[src/rtl/arb_grant_mux.sv]
// Valid/ready front end and grant mux for a round-robin arbiter: one hold register per
// channel drives the arbiter's request vector, and the granted word goes to a registered output.
module arb_grant_mux #(
    parameter int REQ_WIDTH  = 8,
    parameter int DATA_WIDTH = 32,
    localparam int SRC_W     = $clog2(REQ_WIDTH)
) (
    input  logic                            clk,
    input  logic                            rst_n,
    input  logic [REQ_WIDTH-1:0]            in_valid,
    output logic [REQ_WIDTH-1:0]            in_ready,
    input  logic [REQ_WIDTH*DATA_WIDTH-1:0] in_data,
    output logic [REQ_WIDTH-1:0]            req,
    input  logic [REQ_WIDTH-1:0]            gnt,
    output logic                            out_valid,
    input  logic                            out_ready,
    output logic [DATA_WIDTH-1:0]           out_data,
    output logic [SRC_W-1:0]                out_src,
    output logic                            err_gnt
);

    localparam logic [REQ_WIDTH-1:0] ONE_V  = {{(REQ_WIDTH-1){1'b0}}, 1'b1};
    localparam logic [REQ_WIDTH-1:0] ZERO_V = {REQ_WIDTH{1'b0}};

    function automatic logic is_onehot(input logic [REQ_WIDTH-1:0] v);
        return (v != ZERO_V) && ((v & (v - ONE_V)) == ZERO_V);
    endfunction

    function automatic logic [SRC_W-1:0] onehot_to_idx(input logic [REQ_WIDTH-1:0] v);
        logic [SRC_W-1:0] idx;
        idx = {SRC_W{1'b0}};
        for (int i = 0; i < REQ_WIDTH; i++) begin
            idx = idx | (v[i] ? SRC_W'(i) : {SRC_W{1'b0}});
        end
        return idx;
    endfunction

    logic [REQ_WIDTH-1:0]  hold_v_r;
    logic [DATA_WIDTH-1:0] hold_d_r [REQ_WIDTH];
    logic                  out_valid_r;
    logic [DATA_WIDTH-1:0] out_data_r;
    logic [SRC_W-1:0]      out_src_r;
    logic                  err_gnt_r;

    logic                  out_free_s;
    logic [REQ_WIDTH-1:0]  req_s;
    logic                  gnt_ok_s;
    logic                  take_s;
    logic                  illegal_s;
    logic [REQ_WIDTH-1:0]  sel_s;
    logic [REQ_WIDTH-1:0]  in_ready_s;
    logic [DATA_WIDTH-1:0] sel_data_s;

    // Request gating, grant validation and winner selection.
    // Requests are withheld while the output is stalled so the arbiter does not rotate.
    always_comb begin
        out_free_s = ~out_valid_r | out_ready;
        req_s      = hold_v_r & {REQ_WIDTH{out_free_s}};
        gnt_ok_s   = is_onehot(gnt) && ((gnt & ~req_s) == ZERO_V);
        take_s     = gnt_ok_s && (req_s != ZERO_V);
        illegal_s  = ((req_s != ZERO_V) && !gnt_ok_s) || ((req_s == ZERO_V) && (gnt != ZERO_V));
        sel_s      = gnt & {REQ_WIDTH{take_s}};
        in_ready_s = ~hold_v_r | sel_s;
        sel_data_s = {DATA_WIDTH{1'b0}};
        for (int i = 0; i < REQ_WIDTH; i++) begin
            sel_data_s = sel_data_s | (hold_d_r[i] & {DATA_WIDTH{sel_s[i]}});
        end
    end

    // Per-channel hold registers: a load wins over a drain in the same cycle.
    always_ff @(posedge clk or negedge rst_n) begin
        if (!rst_n) begin
            hold_v_r <= ZERO_V;
            for (int i = 0; i < REQ_WIDTH; i++) begin
                hold_d_r[i] <= {DATA_WIDTH{1'b0}};
            end
        end else begin
            for (int i = 0; i < REQ_WIDTH; i++) begin
                if (in_valid[i] && in_ready_s[i]) begin
                    hold_v_r[i] <= 1'b1;
                    hold_d_r[i] <= in_data[i*DATA_WIDTH +: DATA_WIDTH];
                end else if (sel_s[i]) begin
                    hold_v_r[i] <= 1'b0;
                end else begin
                    hold_v_r[i] <= hold_v_r[i];
                end
            end
        end
    end

    // Output register and sticky illegal-grant flag.
    always_ff @(posedge clk or negedge rst_n) begin
        if (!rst_n) begin
            out_valid_r <= 1'b0;
            out_data_r  <= {DATA_WIDTH{1'b0}};
            out_src_r   <= {SRC_W{1'b0}};
            err_gnt_r   <= 1'b0;
        end else begin
            err_gnt_r <= err_gnt_r | illegal_s;
            if (take_s) begin
                out_valid_r <= 1'b1;
                out_data_r  <= sel_data_s;
                out_src_r   <= onehot_to_idx(sel_s);
            end else if (out_ready) begin
                out_valid_r <= 1'b0;
            end else begin
                out_valid_r <= out_valid_r;
            end
        end
    end

    assign in_ready  = in_ready_s;
    assign req       = req_s;
    assign out_valid = out_valid_r;
    assign out_data  = out_data_r;
    assign out_src   = out_src_r;
    assign err_gnt   = err_gnt_r;

endmodule

[config.mk]
export PLATFORM = sky130hd
export DESIGN_NAME = arb_grant_mux
export DESIGN_NICKNAME = d
export VERILOG_FILES = /design/src/rtl/arb_grant_mux.sv
export SDC_FILE = /design/constraint.sdc
export NUM_CORES = 1
export LEC_CHECK = 0
export BUFFER_PORTS_ARGS = -buffer_cell sky130_fd_sc_hd__buf_2
export CAP_MARGIN = 20
export CORE_UTILIZATION = 45
export CTS_CLUSTER_SIZE = 12
export DETAILED_ROUTE_END_ITERATION = 8
export PLACE_DENSITY = 0.78
export SYNTH_ARGS = -nofsm -noshare
export SYNTH_HDL_FRONTEND = slang
export SYNTH_SLANG_ARGS = --single-unit
export TNS_END_PERCENT = 10
[constraint.sdc]
create_clock -name clk -period 4.15 [get_ports clk]
set_clock_uncertainty 0.2 [all_clocks]
set_input_delay 1.245 -clock clk [delete_from_list [all_inputs] [get_ports clk]]
set_output_delay 1.245 -clock clk [all_outputs]
set_load 0.02 [all_outputs]
; After elaboration in Yosys (flattened, before gate mapping)
; Cells that the tools add are included.
[word_totals]
regBits = 301
latchBits = 0
mem_bits_rw = 0
mem_bits_ro = 0
inputBits = 275
elab_cells = 106
memories = 0
[classes]
addsub = 1
mul = 0
div = 0
n_lt_le_gt_ge = 0
n_eq_ne = 0
shifts = 0
muxes = 25
bitwise_logic = 31
n_reduce_logical = 29
[op_table]
columns = op, n
row1 = AND 32 bit, 8
row2 = OR 32 bit, 7
row3 = AND 8 bit, 4
row4 = zero test 8 bit, 3
row5 = 2-to-1 mux 1 bit, 19
row6 = nonzero test 2 bit, 9
row7 = inverter 8 bit, 2
row8 = nonzero test 8 bit, 2
row9 = logical AND 1 bit, 13
row10 = 2-to-1 mux 3 bit, 4
row11 = OR 3 bit, 3
row12 = OR 8 bit, 1
row13 = subtractor 8 x 1 -> 8 bit (second input constant), 1
row14 = 2-to-1 mux 2 bit, 2
row15 = OR 2 x 3 -> 3 bit, 1
row16 = OR 1 bit, 2
row17 = OR 1 x 2 -> 2 bit, 1
row18 = OR 2 bit, 1
row19 = zero test 1 bit, 1
row20 = logical OR 1 bit, 1
row21 = inverter 1 bit, 1

; Logic depth before layout (Yosys ltp)
; Gate-level depths: netlist of the first run.
[logic_depth]
ltp_word = 17
mapped_depth = 9
ltp_nobuf = 6

; Worst setup path after synthesis of the first run
; Ideal clock, no wire load.
[synth_path]
kind = input-to-output
from = in gnt[1]
to = out in_ready[0]
arrival_time_ps = 3102
required_ps = 2705
slack_ps = -397
path_stages = 7
n_path_buf = 2
path_cell_list = buf_4 > nor4_4 > nand4_1 > a222oi_1 > nand4_1 > buf_2 > o21ai_0
[synth_between]
elab_chain_cells = 8
word_cells_on_any_way = 11
cone_classes = add/sub: 1 / bitwise: 4 / reduce/logical: 6
[synth_lines]
columns = item, line_no
row1 = from (decl), 14  ; input logic [REQ_WIDTH-1:0] gnt,
row2 = subtractor 8 x 1 -> 8 bit, 26  ; return (v != ZERO_V) && ((v & (v - ONE_V)) == ZERO_V);
row3 = AND 8 bit, 26
row4 = zero test 8 bit, 26
row5 = logical AND 1 bit, 26
row6 = logical AND 1 bit (*), 59  ; gnt_ok_s = is_onehot(gnt) && ((gnt & ~req_s) == ZERO_V);
row7 = logical AND 1 bit (*), 60  ; take_s = gnt_ok_s && (req_s != ZERO_V);
row8 = AND 8 bit (*), 62  ; sel_s = gnt & {REQ_WIDTH{take_s}};
row9 = OR 8 bit (*), 63  ; in_ready_s = ~hold_v_r | sel_s;
row10 = to (decl), 11  ; output logic [REQ_WIDTH-1:0] in_ready,
; Every way passes the cells marked *; elsewhere a longest branch is shown, timed or not.

; Worst setup path in the final report of the first run
[layout_path]
from = in gnt[3]
to = out in_ready[6]
; Same word-level chain as after synthesis.

==> results of run 1 <==
report_power, final:
group | switching [mW] | internal [mW] | leakage [nW] | total (mW)
sequential | 0.392 | 3.67 | 3.65 | 4.07
clock | 1.11 | 1.45 | 0.454 | 2.56
combinational | 0.744 | 0.898 | 3.32 | 1.64
total | 2.25 | 6.02 | 7.42 | 8.27
sequential cells by signal, indices dropped and copies added, names as in the netlist:
register   cells
err_gnt        1
out_data      32
hold_d_r     256
out_valid      1
out_src        3
hold_v_r       8
cells in the final DEF (no fill, tap or decap):
cell type  instances
nor4b_1            1
a21oi_1            1
o21ai_0            1
dfrtp_1          301
nor4_4             1
o21ai_4            7
mux2_2           287
buf_8              1
clkbuf_1          10
a222oi_1           1
buf_4             42
inv_6              1
o22a_1             1
buf_2            325
diode_2            8
nor2b_1            1
clkbuf_8           5
nor4_1             2
nor2_1             2
clkbuf_16         31
clkinv_2           5
buf_12            10
mux2_1             3
nand4_1           36
and2_1             6
nor3_1             1
or2_2              1
buf_6              1
a21boi_0           1
inv_1             17
and2_2             1
nand2_1           18
a31oi_1            3
nand2b_1           3
o22ai_4            7
a22oi_1          129
nand3_1            2
a21o_1             2
worst register-to-register path: cells and delay by family, from the launching register on:
family	cells	cell delay, ns
mux	1	0.39
buf+inv	3	0.73
simple gates	3	0.57
compound gates	2	0.36
flops	1	0.54
cell families (layout without fill, tap and decap cells):
family,Yosys count,count (layout),synth area share
other cells,0,8,0
mux,290,290,0.2564
simple gates,75,75,0.03399
flops,301,301,0.5914
compound gates,153,153,0.08871
buf+inv,80,448,0.02947
metal layers:
layer	vias up	routed length, microns
met5	-	23
met4	4	1409
met3	102	2682
met2	419	18490
met1	4755	15560
li1	4069	-
final cells by class:
cell class	count	area (sq um)	share of cell area
sequential	301	7532	0.4659
timing repair buffer	379	2168	0.1341
clock buffer	46	882.1	0.05457
multi-input combinational	518	4992	0.3088
antenna	8	20.02	0.001238
inverter	17	63.81	0.003947
tap	378	473.0	0.02926
clock inverter	6	33.78	0.002090
worst paths after layout:
kind                                  start       endpoint  slack [ns]  cells after the start
worst min register to register      err_gnt        err_gnt        0.26                      1
max in group asynchronous             rst_n  hold_d_r[204]        2.40                      2
worst min-delay path                err_gnt        err_gnt        0.26                      1
worst max register to register  hold_v_r[4]  hold_d_r[120]        1.26                      9
min in group asynchronous             rst_n    hold_v_r[2]        0.49                      1
worst max-delay path                 gnt[3]    in_ready[6]       -0.09                      8
per-stage QoR:
step	setup WS, ns	total power [mW]	TNS, ns
6_report	-0.09447	8.270	-0.6013
5_1_grt	-0.2642	8.643	-1.802
4_1_cts	-0.09359	8.319	-0.5956
3_5_place_dp	-0.1456	5.761	-0.8374
3_3_place_gp	-0.1009	5.657	-0.4601
2_1_floorplan	-0.05821	5.087	-0.2720
timing repair:
item,4_1_cts,5_1_grt
resized for setup,2,0
hold buffers,0,0
pin swaps,0,0
setup endpoints to repair,7,7
==> impl_metrics.json, run 1 <==
{
  "status": "finished with violations",
  "violations": "negative setup slack",
  "finalWorstSetupSlack_ns": -0.09447,
  "clock_sinks": 301,
  "cts.htree.levels": 1,
  "rows": 61,
  "hold_slack_ns": 0.2647,
  "crit_slowest_cell": "nor4_4",
  "postPlaceCellArea_sq_um": 15220,
  "core_sq_um": 27780,
  "fillers": 2309,
  "avgSynthCellArea_sq_um": 14.17,
  "path_clk_slew_ns": 0.06,
  "async_reset_ff_frac": 1.000,
  "synth_area_leaders": "dfrtp_1 (59%), mux2_2 (25%), a22oi_1 (7.6%)",
  "post-route-drc-count": 0,
  "postCtsSetupBuffers": 0,
  "grt_overflow": 0,
  "max-slew-margin-rel": 0.5292,
  "drt_first_iter_violations": 554,
  "vdd_ir_drop_max_v": 0.0003029,
  "path_cells": "buf_2, nor4_4, a21oi_1, nor4b_1, nand4_1, buf_6, o21ai_4, buf_2",
  "routed_wl_mm": 38.16,
  "clk_latency_ns": 0.56,
  "critPathLaunchType": "primary input",
  "ios": 328,
  "cts_tree": "built",
  "grtUsageMet2": 0.4364,
  "dp_cells": 1593,
  "syn_to_final_growth_pct": 26.93,
  "criticalPathCategory": "primary input to primary output",
  "top_usage_layer": "met2",
  "grt_max_degree": 87,
  "ant_nets": 0,
  "drive_gt1_frac": 0.5722,
  "vias": 9349,
  "synthTopCellsByCount": "dfrtp_1 (301), mux2_2 (287), a22oi_1 (129), nand4_1 (36), clkbuf_1 (28)",
  "cp_slowest_stage_delay_ns": 0.32,
  "crit_top_cell": "buf_2",
  "initial_utilization": 0.4584,
  "wire_per_inst_microns": 23.08,
  "ys_seq_area_frac": 0.5914,
  "period_minus_slack_ns": 4.244,
  "final_cell_area_sq_um": 16170,
  "synth_edf_count": 0,
  "p_leak_nw": 7.425,
  "clockBufferDepth": 3,
  "tightestPinTransition_ns": 0.7061,
  "track_usage": 0.2649,
  "synth.largest_area_cell": "dfrtp_1",
  "finalSetupViolations": 7,
  "ys.flop_type": "dfrtp_1",
  "fin_cells": 1653,
  "cp_top_family": "simple AND/OR/NAND/NOR gates",
  "synth_top_cell_area_share": 0.5914,
  "finish.net_count": 1523,
  "routabilityCongestion": 0.9084,
  "synth_seq_cells": 301,
  "fin_crit_sh": 1.023,
  "p_per_area_nw_per_um2": 511.6,
  "synth_nets": 1174,
  "rsz0062_at_grt": "true",
  "hpwl_mm": 26.63,
  "grt_pass1_wl_mm": 57.55,
  "synth_area_sq_um": 12740,
  "gr-usage-met3": 0.06070,
  "die_y_microns": 170.2,
  "synth.distinct_cells": 31,
  "use_met1": 0.3386,
  "timing.fmax_mhz": 235.6,
  "firstDrtPassIters": 5,
  "yosysMostFrequentCell": "dfrtp_1",
  "cts-root-buf": "clkbuf_16",
  "antenna_found_initial": 9,
  "slew_violations": 0,
  "max-cap-violations": 0,
  "crit_arrival_ns": 2.80,
  "hold_viol_final": 0,
  "postLayoutCoreUtil": 0.5819,
  "grt_pass1_vias": 9979,
  "cts_buffers": 31,
  "synth_cells": 899,
  "cp.required_ns": 2.70,
  "viasPerCell": 5.656,
  "hp-class": "flop to flop",
  "worstPathMaxFanout": 12,
  "port_buffers": 327,
  "die_w_microns": 170.2,
  "end_kind": "primary output",
  "yosys_warnings": 0,
  "die_area_sq_um": 28980,
  "critPathBufInv": 3
}
(Power assumes the default switching activity.)
==> run 2, diff against run 1 <==
--- a/config.mk
+++ b/config.mk
@@ -10,7 +10,9 @@
 export CORE_UTILIZATION = 45
 export CTS_CLUSTER_SIZE = 12
 export DETAILED_ROUTE_END_ITERATION = 8
+export GPL_TIMING_DRIVEN = 0
 export PLACE_DENSITY = 0.78
+export RECOVER_POWER = 100
 export SYNTH_ARGS = -nofsm -noshare
 export SYNTH_HDL_FRONTEND = slang
 export SYNTH_SLANG_ARGS = --single-unit
==> run 2 against run 1 <==
The flow finishes with violations (max-capacitance violations, max-slew violations, negative setup slack). Sequential power about the same. Total power up 4.0%. Maximum frequency down 3.8%. Count of clock-buffer cells in the layout up 1. Via count up 4.0%. Sequential cell count unchanged. Design area about the same. Combinational power about the same. Non-clock buffer count up 20. Worst setup slack worse by 0.17 ns. Largest cell class unchanged. Register-to-register slack worse by 0.68 ns. Utilization about the same.
==> impl_metrics.json, run 2 (synthesized netlist as in run 1, its figures left out) <==
{
  "status": "finished with violations",
  "violations": "max-capacitance violations, max-slew violations, negative setup slack",
  "crit_start": "gnt[3]",
  "dp_cells": 1598,
  "worstPathMaxFanout": 6,
  "viasPerCell": 5.805,
  "rsz0062_at_grt": "true",
  "max-slew-margin-rel": -0.7593,
  "die_area_sq_um": 28980,
  "rr_worst_depth": 9,
  "cts.htree.levels": 2,
  "cts_buffers": 34,
  "slew_violations": 103,
  "core_sq_um": 27780,
  "crit_top_cell": "buf_6",
  "firstDrtPassIters": 5,
  "antenna_found_initial": 10,
  "clk_latency_ns": 0.52,
  "cts_tree": "built",
  "max-cap-violations": 1,
  "initial_utilization": 0.4584,
  "crit_end": "in_ready[3]",
  "drt_first_iter_violations": 900,
  "finish.net_count": 1546,
  "die_y_microns": 170.2,
  "grt_pass1_vias": 10010,
  "vdd_ir_drop_max_v": 0.0003105,
  "path_clk_slew_ns": 0.06,
  "routed_wl_mm": 41.87,
  "crit_arrival_ns": 2.97,
  "timing.fmax_mhz": 226.6,
  "fin_cells": 1675,
  "path_cells": "clkbuf_16, nor4_4, a21oi_1, nor4b_2, nand4_1, buf_6, o21ai_4, buf_6",
  "finalSetupViolations": 7,
  "clockBufferDepth": 3,
  "period_minus_slack_ns": 4.413,
  "tightestPinTransition_ns": 2.639,
  "vias": 9724,
  "cts-root-buf": "clkbuf_16",
  "hp-class": "flop to flop",
  "rows": 61,
  "ios": 328,
  "port_buffers": 319,
  "postPlaceCellArea_sq_um": 14980,
  "criticalPathCategory": "primary input to primary output",
  "cp.required_ns": 2.70,
  "cp_top_family": "simple AND/OR/NAND/NOR gates",
  "critPathLaunchType": "primary input",
  "p_per_area_nw_per_um2": 531.9,
  "hpwl_mm": 28.79,
  "cp_slowest_stage_delay_ns": 0.33,
  "grt_pass1_wl_mm": 61.04,
  "hold_viol_final": 0,
  "p_leak_nw": 7.372,
  "largest_reg_flops": 256,
  "finalWorstSetupSlack_ns": -0.2633,
  "clock_sinks": 301,
  "crit_cells": 8,
  "worstReg2RegStart": "out_valid",
  "fillers": 2339,
  "crit_slowest_cell": "nor4_4",
  "end_kind": "primary output",
  "rrSetupSlack_ns": 0.58,
  "post-route-drc-count": 0,
  "ant_nets": 0,
  "syn_to_final_growth_pct": 26.92,
  "dp_slack_ns": -0.6910,
  "track_usage": 0.2892,
  "setup_tns_ns": -1.546,
  "largest-register": "hold_d_r",
  "routabilityCongestion": 0.9314,
  "die_w_microns": 170.2,
  "grt_overflow": 0,
  "critPathBufInv": 3,
  "final_cell_area_sq_um": 16160,
  "reg2reg_to": "hold_d_r[196]",
  "fin_crit_sh": 1.063,
  "grt_max_degree": 108,
  "wire_per_inst_microns": 25.00,
  "layout_commonest_cell": "dfrtp_1",
  "drive_gt1_frac": 0.5318,
  "mostFrequentLayoutCells": "dfrtp_1 (301), buf_2 (293), mux2_2 (287)"
}
-- run 2: cell types whose count changed in the layout (fill, tap and decap cells not counted), sizes merged --
cell	before	now
bufinv	0	1
clkinv	5	3
clkbuf	46	113
buf	379	333
inv	18	19
diode	8	7
clkinvlp	0	2
-- run 2: repair_timing --
item	4_1_cts	5_1_grt
cloned	1	0
hold buffers	0	0
endpoints found under the hold margin	0	0
buffers inserted	8	6
gates resized for setup	29	7
setup endpoints to repair	35	37
pin swaps	6	5
-- run 2: metrics by stage --
stage | power, mW | utilization | hold slack [ns]
finish | 8.597 | 0.5818 | 0.2593
global route | 8.965 | 0.5817 | 0.2887
CTS | 8.638 | 0.5822 | 0.2595
detailed placement | 5.758 | 0.5392 | 0.2475
global placement | 5.656 | 0.5368 | 0.2412
floorplan | 5.087 | - | 0.2588
-- run 2: final cells by class --
cell class | count | area [sq um] | share of cell area
clock buffers | 47 | 950.9 | 0.05883
flip-flops and latches | 301 | 7532 | 0.4660
repair buffers | 336 | 1733 | 0.1072
clock inverters | 8 | 88.84 | 0.005496
multi-input cells | 518 | 4923 | 0.3046
inverters | 17 | 63.81 | 0.003948
well taps | 378 | 473.0 | 0.02926
diodes | 7 | 17.52 | 0.001084
plain buffers | 63 | 381.6 | 0.02361
-- run 2: worst register-to-register path, delay by kind of cell, from the launching register on --
| kind | cells | cell delay, ns |
|---|---|---|
| simple gates | 3 | 0.70 |
| buf+inv | 3 | 0.91 |
| flops | 1 | 0.39 |
| compound gates | 2 | 0.85 |
| mux | 1 | 0.39 |
-- run 2: worst min path at each step --
stage	from	endpoint	slack, ns	depth (start not counted)
2_1_floorplan	hold_d_r[135]	hold_d_r[135]	0.26	1
3_3_place_gp	err_gnt	err_gnt	0.24	1
3_5_place_dp	err_gnt	err_gnt	0.25	1
4_1_cts	err_gnt	err_gnt	0.26	1
5_1_grt	err_gnt	err_gnt	0.29	1
6_report	err_gnt	err_gnt	0.26	1
-- run 2: report_power, final --
group | internal [mW] | switching (mW) | total (mW)
Clock | 1.67 | 1.22 | 2.89
Sequential | 3.68 | 0.411 | 4.09
Combinational | 0.855 | 0.766 | 1.62
Total | 6.20 | 2.40 | 8.60
-- run 2: metal layers --
metal	share of wire	GRT usage
met5	0.0012	0
met4	0.037	0.1136
met3	0.075	0.05442
met2	0.47	0.4667
met1	0.42	0.3857
==> run 3, diff against run 2 <==
--- a/config.mk
+++ b/config.mk
@@ -13,6 +13,7 @@
 export GPL_TIMING_DRIVEN = 0
 export PLACE_DENSITY = 0.78
 export RECOVER_POWER = 100
+export SKIP_CTS_REPAIR_TIMING = 1
 export SYNTH_ARGS = -nofsm -noshare
 export SYNTH_HDL_FRONTEND = slang
 export SYNTH_SLANG_ARGS = --single-unit
==> run 3 against run 2 <==
Clock power about the same. Global-route usage fell by 0.30 points. The flow still finishes with violations (max-capacitance violations, max-slew violations, negative setup slack). Register-to-register slack better by 0.10 ns. Largest cell class unchanged. Hold slack worse by 0.00063 ns. Sequential power hardly changed. Design area down 0.26%. Count of clock-buffer cells in the layout unchanged. Utilization is 0.15 points lower. Die area did not move.
==> impl_metrics.json, run 3 (synthesized netlist as in run 1, its figures left out) <==
{
  "largest-register": "hold_d_r",
  "fin_crit_sh": 1.087,
  "vdd_ir_drop_max_v": 0.0003109,
  "period_minus_slack_ns": 4.512,
  "path_clk_slew_ns": 0.06,
  "initial_utilization": 0.4584,
  "timing.fmax_mhz": 221.6,
  "finalSetupViolations": 7,
  "p_per_area_nw_per_um2": 532.1,
  "critPathLaunchType": "primary input",
  "grt_overflow": 0,
  "hold_viol_final": 0,
  "clockBufferDepth": 3,
  "fillers": 2356,
  "finish.net_count": 1541,
  "grt_pass1_vias": 9886,
  "die_w_microns": 170.2,
  "antenna_found_initial": 10,
  "dp_cells": 1598,
  "rows": 61,
  "postLayoutCoreUtil": 0.5803,
  "cts.htree.levels": 2,
  "tightestPinTransition_ns": 2.609,
  "drt_first_iter_violations": 940,
  "hp-class": "flop to flop",
  "fin_cells": 1670,
  "hpwl_mm": 28.79,
  "viasPerCell": 5.785,
  "syn_to_final_growth_pct": 26.59,
  "firstDrtPassIters": 6,
  "port_buffers": 319,
  "end_kind": "primary output",
  "criticalPathCategory": "primary input to primary output",
  "clk_latency_ns": 0.52,
  "vias": 9661,
  "cts_buffers": 34,
  "slew_violations": 103,
  "ant_nets": 0,
  "hold_slack_ns": 0.2587,
  "cts-root-buf": "clkbuf_16",
  "max-slew-margin-rel": -0.7391,
  "cts_tree": "built",
  "largest_reg_flops": 256,
  "status": "finished with violations",
  "ios": 328,
  "track_usage": 0.2862,
  "violations": "max-capacitance violations, max-slew violations, negative setup slack",
  "worstPathMaxFanout": 5,
  "grt_max_degree": 108,
  "crit_arrival_ns": 3.07,
  "finalWorstSetupSlack_ns": -0.3617,
  "grt_pass1_wl_mm": 60.38,
  "clock_sinks": 301,
  "cp.required_ns": 2.70,
  "max-cap-violations": 1,
  "die_y_microns": 170.2,
  "p_leak_nw": 7.338,
  "wire_per_inst_microns": 24.89,
  "setup_tns_ns": -2.302,
  "drive_gt1_frac": 0.5276,
  "routabilityCongestion": 0.9314,
  "routed_wl_mm": 41.56,
  "layout_commonest_cell": "dfrtp_1",
  "mostFrequentLayoutCells": "dfrtp_1 (301), buf_2 (294), mux2_2 (287)",
  "die_area_sq_um": 28980,
  "finalPower_mw": 8.580,
  "core_sq_um": 27780,
  "rsz0062_at_grt": "true",
  "post-route-drc-count": 0
}
## run 3: cell types whose count changed in the layout (fill, tap and decap cells not counted), moves of 2 or more
cell	change
buf_4	-5
buf_12	+2
clkbuf_2	-2
inv_1	+2
inv_2	-2
## run 3: final cells by class
cell class,count,area [sq um],area share
antenna,7,17.52,0.001086
buffer,63,377.9,0.02344
clock buffer,47,950.9,0.05898
clock inverter,8,88.84,0.005510
inverter,17,63.81,0.003958
multi-input combinational,518,4923,0.3054
sequential,301,7532,0.4672
tap,378,473.0,0.02933
timing repair buffer,331,1695,0.1052
## run 3: routing by layer
metal  GRT usage  share of wire
met1      0.3852           0.42
met2      0.4651           0.47
met3     0.05302          0.078
met4     0.09792          0.030
met5           0         0.0012
## run 3: through the flow
stage / setup slack (ns) / cell area (sq um)
2_1_floorplan: -0.05821 / 12840
3_3_place_gp: -3.940 / 14910
3_5_place_dp: -0.6910 / 14980
4_1_cts: -0.6813 / 16020
5_1_grt: -0.4132 / 16120
6_report: -0.3617 / 16120
## run 3: power breakdown
group	switching, mW	internal [mW]	total, mW	leakage, nW
Combinational	0.762	0.853	1.61	3.19
Clock	1.21	1.67	2.88	0.504
Sequential	0.410	3.68	4.09	3.65
Total	2.38	6.20	8.58	7.34
## run 3: critical path: stages
cell	delay, ns
buf_12	0.11
nor4_4	0.31
buf_4	0.17
a21oi_1	0.05
nor4b_1	0.28
nand4_1	0.31
buf_6	0.26
o21ai_4	0.18
buf_6	0.14
## run 3: final timing paths
path,from,slack [ns],cells past startpoint,end
worst max register to register,out_valid,0.68,9,hold_d_r[241]
min in group asynchronous,rst_n,1.34,1,err_gnt
worst min-delay path,err_gnt,0.26,1,err_gnt
worst min register to register,err_gnt,0.26,1,err_gnt
max in group asynchronous,rst_n,0.35,2,hold_d_r[240]
worst max-delay path,gnt[2],-0.36,9,in_ready[6]
